===== src/rtl/wishbone_arbiter.sv =====
// Round-robin Wishbone arbiter: N managers share one decoder port, one transaction at a time.
// A watchdog forces an error ack with 32'hDEAD_BEEF when the decoder stalls too long.
//
// state | meaning
// IDLE  | no owner, all outputs 0, round-robin pick of the next requester
// BUSY  | granted manager routed to the decoder until ack, timeout or abort
module wishbone_arbiter #(
  parameter int NUM_MANAGERS   = 3,
  parameter int TIMEOUT_CYCLES = 255
) (
  input  logic                        CLK,
  input  logic                        nRST,
  input  logic [NUM_MANAGERS-1:0]     wbm_cyc_i,
  input  logic [NUM_MANAGERS-1:0]     wbm_stb_i,
  input  logic [NUM_MANAGERS-1:0]     wbm_we_i,
  input  logic [32*NUM_MANAGERS-1:0]  wbm_adr_i,
  input  logic [32*NUM_MANAGERS-1:0]  wbm_dat_i,
  input  logic [4*NUM_MANAGERS-1:0]   wbm_sel_i,
  output logic [NUM_MANAGERS-1:0]     wbm_ack_o,
  output logic [32*NUM_MANAGERS-1:0]  wbm_dat_o,
  output logic                        wbs_cyc_o,
  output logic                        wbs_stb_o,
  output logic                        wbs_we_o,
  output logic [31:0]                 wbs_adr_o,
  output logic [31:0]                 wbs_dat_o,
  output logic [3:0]                  wbs_sel_o,
  input  logic                        wbs_ack_i,
  input  logic [31:0]                 wbs_dat_i,
  output logic [NUM_MANAGERS-1:0]     grant_o,
  output logic                        timeout_o
);

  localparam int          IDXW     = (NUM_MANAGERS > 1) ? $clog2(NUM_MANAGERS) : 1;
  localparam logic [15:0] TO_LIMIT = 16'(TIMEOUT_CYCLES);
  localparam logic [31:0] ERR_DATA = 32'hDEAD_BEEF;

  typedef enum logic {IDLE, BUSY} state_t;

  state_t                  state, state_nxt;
  logic [IDXW-1:0]         gnt_idx, gnt_nxt;
  logic [IDXW-1:0]         last_grant, last_nxt;
  logic [IDXW-1:0]         pick, cand;
  logic [15:0]             wait_cnt, cnt_nxt;
  logic [NUM_MANAGERS-1:0] req;
  logic                    found;

  logic [31:0] adr_arr  [NUM_MANAGERS];
  logic [31:0] wdat_arr [NUM_MANAGERS];
  logic [31:0] rdat_arr [NUM_MANAGERS];
  logic [3:0]  sel_arr  [NUM_MANAGERS];

  for (genvar g = 0; g < NUM_MANAGERS; g++) begin : g_slice
    assign adr_arr[g]           = wbm_adr_i[g*32 +: 32];
    assign wdat_arr[g]          = wbm_dat_i[g*32 +: 32];
    assign sel_arr[g]           = wbm_sel_i[g*4 +: 4];
    assign wbm_dat_o[g*32 +: 32] = rdat_arr[g];
  end

  assign req = wbm_cyc_i & wbm_stb_i;

  // Scan starts just after the previous winner so every requester gets a turn.
  always_comb begin
    found = 1'b0;
    pick  = '0;
    cand  = '0;
    for (int k = 1; k <= NUM_MANAGERS; k++) begin
      cand = IDXW'((int'(last_grant) + k) % NUM_MANAGERS);
      if (!found && req[cand]) begin
        found = 1'b1;
        pick  = cand;
      end
    end
  end

  always_comb begin
    state_nxt = state;
    gnt_nxt   = gnt_idx;
    last_nxt  = last_grant;
    cnt_nxt   = wait_cnt;
    wbs_cyc_o = 1'b0;
    wbs_stb_o = 1'b0;
    wbs_we_o  = 1'b0;
    wbs_adr_o = '0;
    wbs_dat_o = '0;
    wbs_sel_o = '0;
    wbm_ack_o = '0;
    grant_o   = '0;
    timeout_o = 1'b0;
    for (int i = 0; i < NUM_MANAGERS; i++) rdat_arr[i] = '0;

    case (state)
      IDLE: begin
        if (found) begin
          state_nxt = BUSY;
          gnt_nxt   = pick;
          last_nxt  = pick;
          cnt_nxt   = '0;
        end
      end
      BUSY: begin
        grant_o[gnt_idx] = 1'b1;
        if (!wbm_cyc_i[gnt_idx]) begin
          state_nxt = IDLE;
        end else begin
          wbs_cyc_o = 1'b1;
          wbs_stb_o = wbm_stb_i[gnt_idx];
          wbs_we_o  = wbm_we_i[gnt_idx];
          wbs_adr_o = adr_arr[gnt_idx];
          wbs_dat_o = wdat_arr[gnt_idx];
          wbs_sel_o = sel_arr[gnt_idx];
          if (wbs_ack_i) begin
            wbm_ack_o[gnt_idx] = 1'b1;
            rdat_arr[gnt_idx]  = wbs_dat_i;
            state_nxt          = IDLE;
          end else if ((TIMEOUT_CYCLES != 0) && (wait_cnt == TO_LIMIT)) begin
            // Pull the strobe so the stalled slave sees the transaction end.
            wbs_cyc_o          = 1'b0;
            wbs_stb_o          = 1'b0;
            wbm_ack_o[gnt_idx] = 1'b1;
            rdat_arr[gnt_idx]  = ERR_DATA;
            timeout_o          = 1'b1;
            state_nxt          = IDLE;
          end else if (wait_cnt != 16'hFFFF) begin
            cnt_nxt = wait_cnt + 16'd1;
          end
        end
      end
      default: state_nxt = IDLE;
    endcase
  end

  always_ff @(posedge CLK or negedge nRST) begin
    if (!nRST) begin
      state      <= IDLE;
      gnt_idx    <= '0;
      last_grant <= IDXW'(NUM_MANAGERS - 1);
      wait_cnt   <= '0;
    end else begin
      state      <= state_nxt;
      gnt_idx    <= gnt_nxt;
      last_grant <= last_nxt;
      wait_cnt   <= cnt_nxt;
    end
  end

endmodule


===== config.mk =====
export PLATFORM = sky130hd
export DESIGN_NAME = wishbone_arbiter
export DESIGN_NICKNAME = d
export VERILOG_FILES = /design/src/rtl/wishbone_arbiter.sv
export SDC_FILE = /design/constraint.sdc
export NUM_CORES = 1
export LEC_CHECK = 0
export CORE_AREA = 2 2 165 167
export CTS_CLUSTER_DIAMETER = 120
export DETAILED_ROUTE_END_ITERATION = 10
export DIE_AREA = 0 0 167 169
export SYNTH_ARGS = -nofsm -noshare
export SYNTH_HDL_FRONTEND = slang
export SYNTH_SLANG_ARGS = --single-unit

===== constraint.sdc =====
create_clock -name CLK -period 3.5 [get_ports CLK]
set_clock_uncertainty 0.1 [all_clocks]
set_input_delay 0.7 -clock CLK [delete_from_list [all_inputs] [get_ports CLK]]
set_output_delay 0.7 -clock CLK [all_outputs]
set_load 0.02 [all_outputs]

Yosys cells after proc, flatten, opt, wreduce, memory -nomap -nowiden
Index checks and enable logic that the tools add are counted.
{"block": "op_classes", "n_div": 3, "n_mux": 70, "add_sub_neg": 4, "n_reduce_logical": 8, "bitwise_logic": 4, "n_eq_ne": 7, "magnitude_cmp": 7}
{"operator": "$mux 96", "n": 4}
{"operator": "$mux 32", "n": 9}
{"operator": "$bmux 32 s2", "n": 2}
{"operator": "$and 96x96->96", "n": 1}
{"operator": "$mod 32x3->32 const B", "n": 3}
{"operator": "$mux 16", "n": 5}
{"operator": "$demux 32 s2", "n": 1}
{"operator": "$pmux 16 s2", "n": 1}
{"operator": "$mux 1", "n": 27}
{"operator": "$add 16x1->16 const B", "n": 1}
{"operator": "$eq 16x8->1 const B", "n": 1}
{"operator": "$mux 4", "n": 4}
{"operator": "$ne 16x16->1 const B", "n": 1}
{"operator": "$mux 3", "n": 5}
{"operator": "$bmux 1 s2", "n": 6}
{"operator": "$lt 2x3->1 const B", "n": 4}
{"operator": "$bmux 4 s2", "n": 1}
{"operator": "$add 2x2->3 const B", "n": 2}
{"operator": "$mux 2", "n": 3}
{"operator": "$ne 2x2->1 const B", "n": 3}
{"operator": "$reduce_and 5->1", "n": 1}
{"operator": "$logic_and 1x1->1", "n": 4}
{"operator": "$ne 2x1->1 const B", "n": 2}
{"operator": "$add 2x1->3 const B", "n": 1}
{"operator": "10 further kinds", "n": 11}
{"block": "totals", "reg_bits": 21, "elab_cells": 107}

Longest topological paths before layout
{"block": "logic_depth", "word_depth": 13, "depth_mapped": 10, "mapped_depth_nobuf": 7}

Worst setup path after synthesis
No wires, ideal clock.
{"block": "synth_timing", "path_kind": "input -> output", "start": "input wbs_ack_i", "end": "output wbm_dat_o[0]", "path_buffers": 1, "stages": 5, "arrival_ps": 1990, "path_slack_ps": 710, "cell_sequence": "or3b_1 > o22ai_4 > clkbuf_1 > a21oi_1 > nor2_1"}
{"block": "synth_between", "elab_chain_cells": 3}
{"element": "start: declaration", "line_no": "27", "source": "input logic wbs_ack_i,"}
{"element": "$mux 96", "line_no": "111", "source": "if (wbs_ack_i) begin"}
{"element": "$mux 96", "line_no": "102", "source": "if (!wbm_cyc_i[gnt_idx]) begin"}
{"element": "$mux 96", "line_no": "91", "source": "case (state)"}
{"element": "end: declaration", "line_no": "20", "source": "output logic [32*NUM_MANAGERS-1:0] wbm_dat_o,"}
Every way passes these cells.

Worst setup path after layout
{"block": "layout_timing", "start": "input wbs_ack_i", "end": "output wbm_dat_o[95]"}
The elaborated chain is that of the path after synthesis.

==> flow_summary_export.csv <==
group,metric,value,unit
placement,post-place-cells,1412,
drt,met3_length,1751,µm
clock_network,h-tree-depth,1,
logic_synthesis,syn-num-nets,935,
layout,fill_cells,2834,
clock_network,path_clk_slew,0.06,ns
flow_run,drv_cap,0,
logic_synthesis,yosys_warnings,0,
worst_setup_path,crit_path_cell_trace,"clkdlybuf4s50_1 -> or3b_1 -> o22ai_4 -> clkbuf_16 -> a21oi_1 -> nor2_1 -> dlygate4sd2_1",
global_routing,antenna_found_initial,3,
worst_setup_path,crit_buf_inv,3,
drt,ant_nets,0,
power,power_frac_clock,7.3,%
drt,dr_wl_met2,12000,µm
layout,final_common_cell,"clkdlybuf4s50_1",
worst_setup_path,cpPeakStageDelay,0.47,ns
logic_synthesis,async_flop_share,100.0,%
power,cellPowerDensity,486.4,mW/mm²
placement,dp_hpwl,19090,µm
floorplan,die_x,167,µm
layout,fin_util,34.18,%
layout,area_growth,120.5,%
drt,wl_met1,9577,µm
power,combPwrFrac,84.6,%
worst_setup_path,crit_path_end_kind,"output port",
drt,drt_wl_total,23750,µm
logic_synthesis,yosys_register_bits,20,
power,ir_worst_vdd,0.3443,mV
logic_synthesis,synth_ff_type,"dfrtp_1",
layout,drive_gt1_share,5.762,%
worst_setup_path,cpMaxStageDelayCell,"clkdlybuf4s50_1",
global_routing,grt_util_all_layers,15.29,%
global_routing,grt_pass1_vias,6071,
timing,relSlewSlack,45.51,%
clock_network,clock_path_buffers,2,
timing,timing.fmax,292.8,MHz
floorplan,ios,422,
clock_network,post_cts_buffers,0,
power,power.internal,0.002090,W
clock_network,clk_latency,0.26,ns
floorplan,core.rowCount,60,
logic_synthesis,synth_cells,683,
worst_setup_path,worst-path-max-fanout,23,
timing,slew_violations,0,
logic_synthesis,synthesis.area,0.004108,mm²
timing,tightest_slew,0.8135,ns
power,p_leak,4.831,nW
logic_synthesis,synth.avg_cell_area,6.014,µm²
drt,via_per_inst,4.516,
worst_setup_path,crit_type,"input port to output port",
power,p_seq_share,8.1,%
floorplan,die_h,169,µm
power,p_switching,0.002316,W
global_routing,grt_first_pass_wirelength,34830,µm
timing,hold_viol_final,0,
timing,finalSetupViolCount,0,
floorplan,core_area,0.02650,mm²
layout,nNetsFinal,1329,
timing,setup-tns-final,0,ns
power,p_sw_share,52.56,%
logic_synthesis,seq_area_frac_synth,12.21,%
clock_network,cts_inserted_buffers,3,
status,outcome,"finished, final reports clean",
drt,routed-via-count,6408,
worst_setup_path,cp.arrival,2.61,ns
global_routing,grt_overflow_total,0,
drt,firstDrtPassIters,5,
timing,finalCritPeriodShare,97.56,%
drt,routedWlPerCell,16.74,µm
clock_network,cts_root_buf,"clkbuf_16",
layout,layout_common_cells,"clkdlybuf4s50_1, nor2_1, a21oi_1",
drt,drc,0,
logic_synthesis,synth_edf_count,0,
worst_setup_path,required,2.70,ns
timing,fin_crit,3.415,ns
floorplan,initial_utilization,15.50,%
hold_path,hp-class,"flip-flop to flip-flop",
drt,drt_iter0_drc,356,
placement,gp_congestion,0.8867,
clock_network,cts_tree,"built",
drt,top_layer,"met5",
floorplan,die-area,0.02822,mm²
clock_network,cts_sinks,20,
placement,place.port_buffers,421,
logic_synthesis,ys_types,45,
worst_setup_path,cp_top_family,"buffers and inverters",
layout,fin_cells,1419,
power,power,0.004406,W
worst_setup_path,crit_path_start_kind,"input port",
global_routing,grt_max_degree,73,
==> cell families after synthesis <==
family	share of synthesized area (%)
buffers and inverters	7.158
flip-flops	12.21
adder cells (fa/ha/maj)	1.218
AND/OR/NAND/NOR	34.88
multiplexers	17.82
AO/OA/AOI/OAI	26.71
==> flip-flops by register name (all words and copies together), names as in the netlist <==
signal / cells
gnt_idx: 2
last_grant: 1
state: 1
wait_cnt: 16
==> metal layers <==
metal  track usage (%)  vias up
met1             18.62     2926
met4             3.561        2
met2             27.63      307
met5                 0        -
li1                  -     3147
met3             3.063       26
==> power groups by stage <==
stage                     sequential (W)  clock (W)  combinational (W)
final                           0.000359   0.000320            0.00373
after global routing            0.000371   0.000334            0.00407
after CTS                       0.000359   0.000325            0.00376
after detailed placement        0.000362          0            0.00389
after global placement          0.000361          0            0.00389
after floorplan                 0.000310          0            0.00234
==> cell usage after synthesis, types with 4 or more instances <==
| cell type | n | area, µm² |
|---|---|---|
| inv_1 | 6 | 22.52 |
| a21oi_1 | 146 | 730.7 |
| buf_1 | 4 | 15.01 |
| a311o_1 | 9 | 90.09 |
| nand3_1 | 13 | 65.06 |
| and3_1 | 11 | 68.82 |
| nor2_1 | 224 | 840.8 |
| and2_1 | 30 | 187.7 |
| dfrtp_1 | 19 | 475.5 |
| o21ai_0 | 4 | 20.02 |
| clkbuf_1 | 39 | 146.4 |
| nor3_1 | 7 | 35.03 |
| nor2b_1 | 4 | 25.02 |
| a31o_1 | 5 | 43.79 |
| buf_2 | 22 | 110.1 |
| ha_1 | 4 | 50.05 |
| nand2_1 | 16 | 60.06 |
| mux2i_1 | 72 | 720.7 |
| nand4_1 | 4 | 25.02 |
| o31ai_1 | 5 | 37.54 |
==> through the flow <==
stage	worst slack, ns	hold WS [ns]	area [µm²]
final	0.08524	0.4020	9059
after CTS	-0.2232	0.4059	8862
after floorplan	0.7100	0.3044	4108
after detailed placement	-0.2354	0.3977	8874
after global placement	-0.2206	0.3834	8874
after global routing	-0.002418	0.4494	9056
==> final timing paths <==
path / from / to / slack (ns) / depth (start not counted)
max reg2reg: gnt_idx[0] / wait_cnt[14] / 0.74 / 7
min reg2reg: wait_cnt[0] / wait_cnt[0] / 0.40 / 1
min in group asynchronous: nRST / wait_cnt[1] / 0.69 / 2
max: wbs_ack_i / wbm_dat_o[95] / 0.09 / 7
min: wait_cnt[0] / wait_cnt[0] / 0.40 / 1
max in group asynchronous: nRST / last_grant[1] / 2.34 / 2
==> layout make-up <==
cell class	count	area (µm²)	area share (%)
sequential	20	506.7	5.594
inverter	6	22.52	0.2486
timing repair buffer	454	4627	51.08
clock inverter	1	30.03	0.3315
antenna	2	5.005	0.05525
tap	341	426.7	4.710
clock buffer	3	75.07	0.8287
multi-input combinational	592	3366	37.15
==> what timing repair did <==
action                     4_1_cts  5_1_grt
cloned                           0        1
gates resized for setup         97       73
setup endpoints to repair      148       57
hold buffers                     0        0
(Power assumes the default switching activity.)
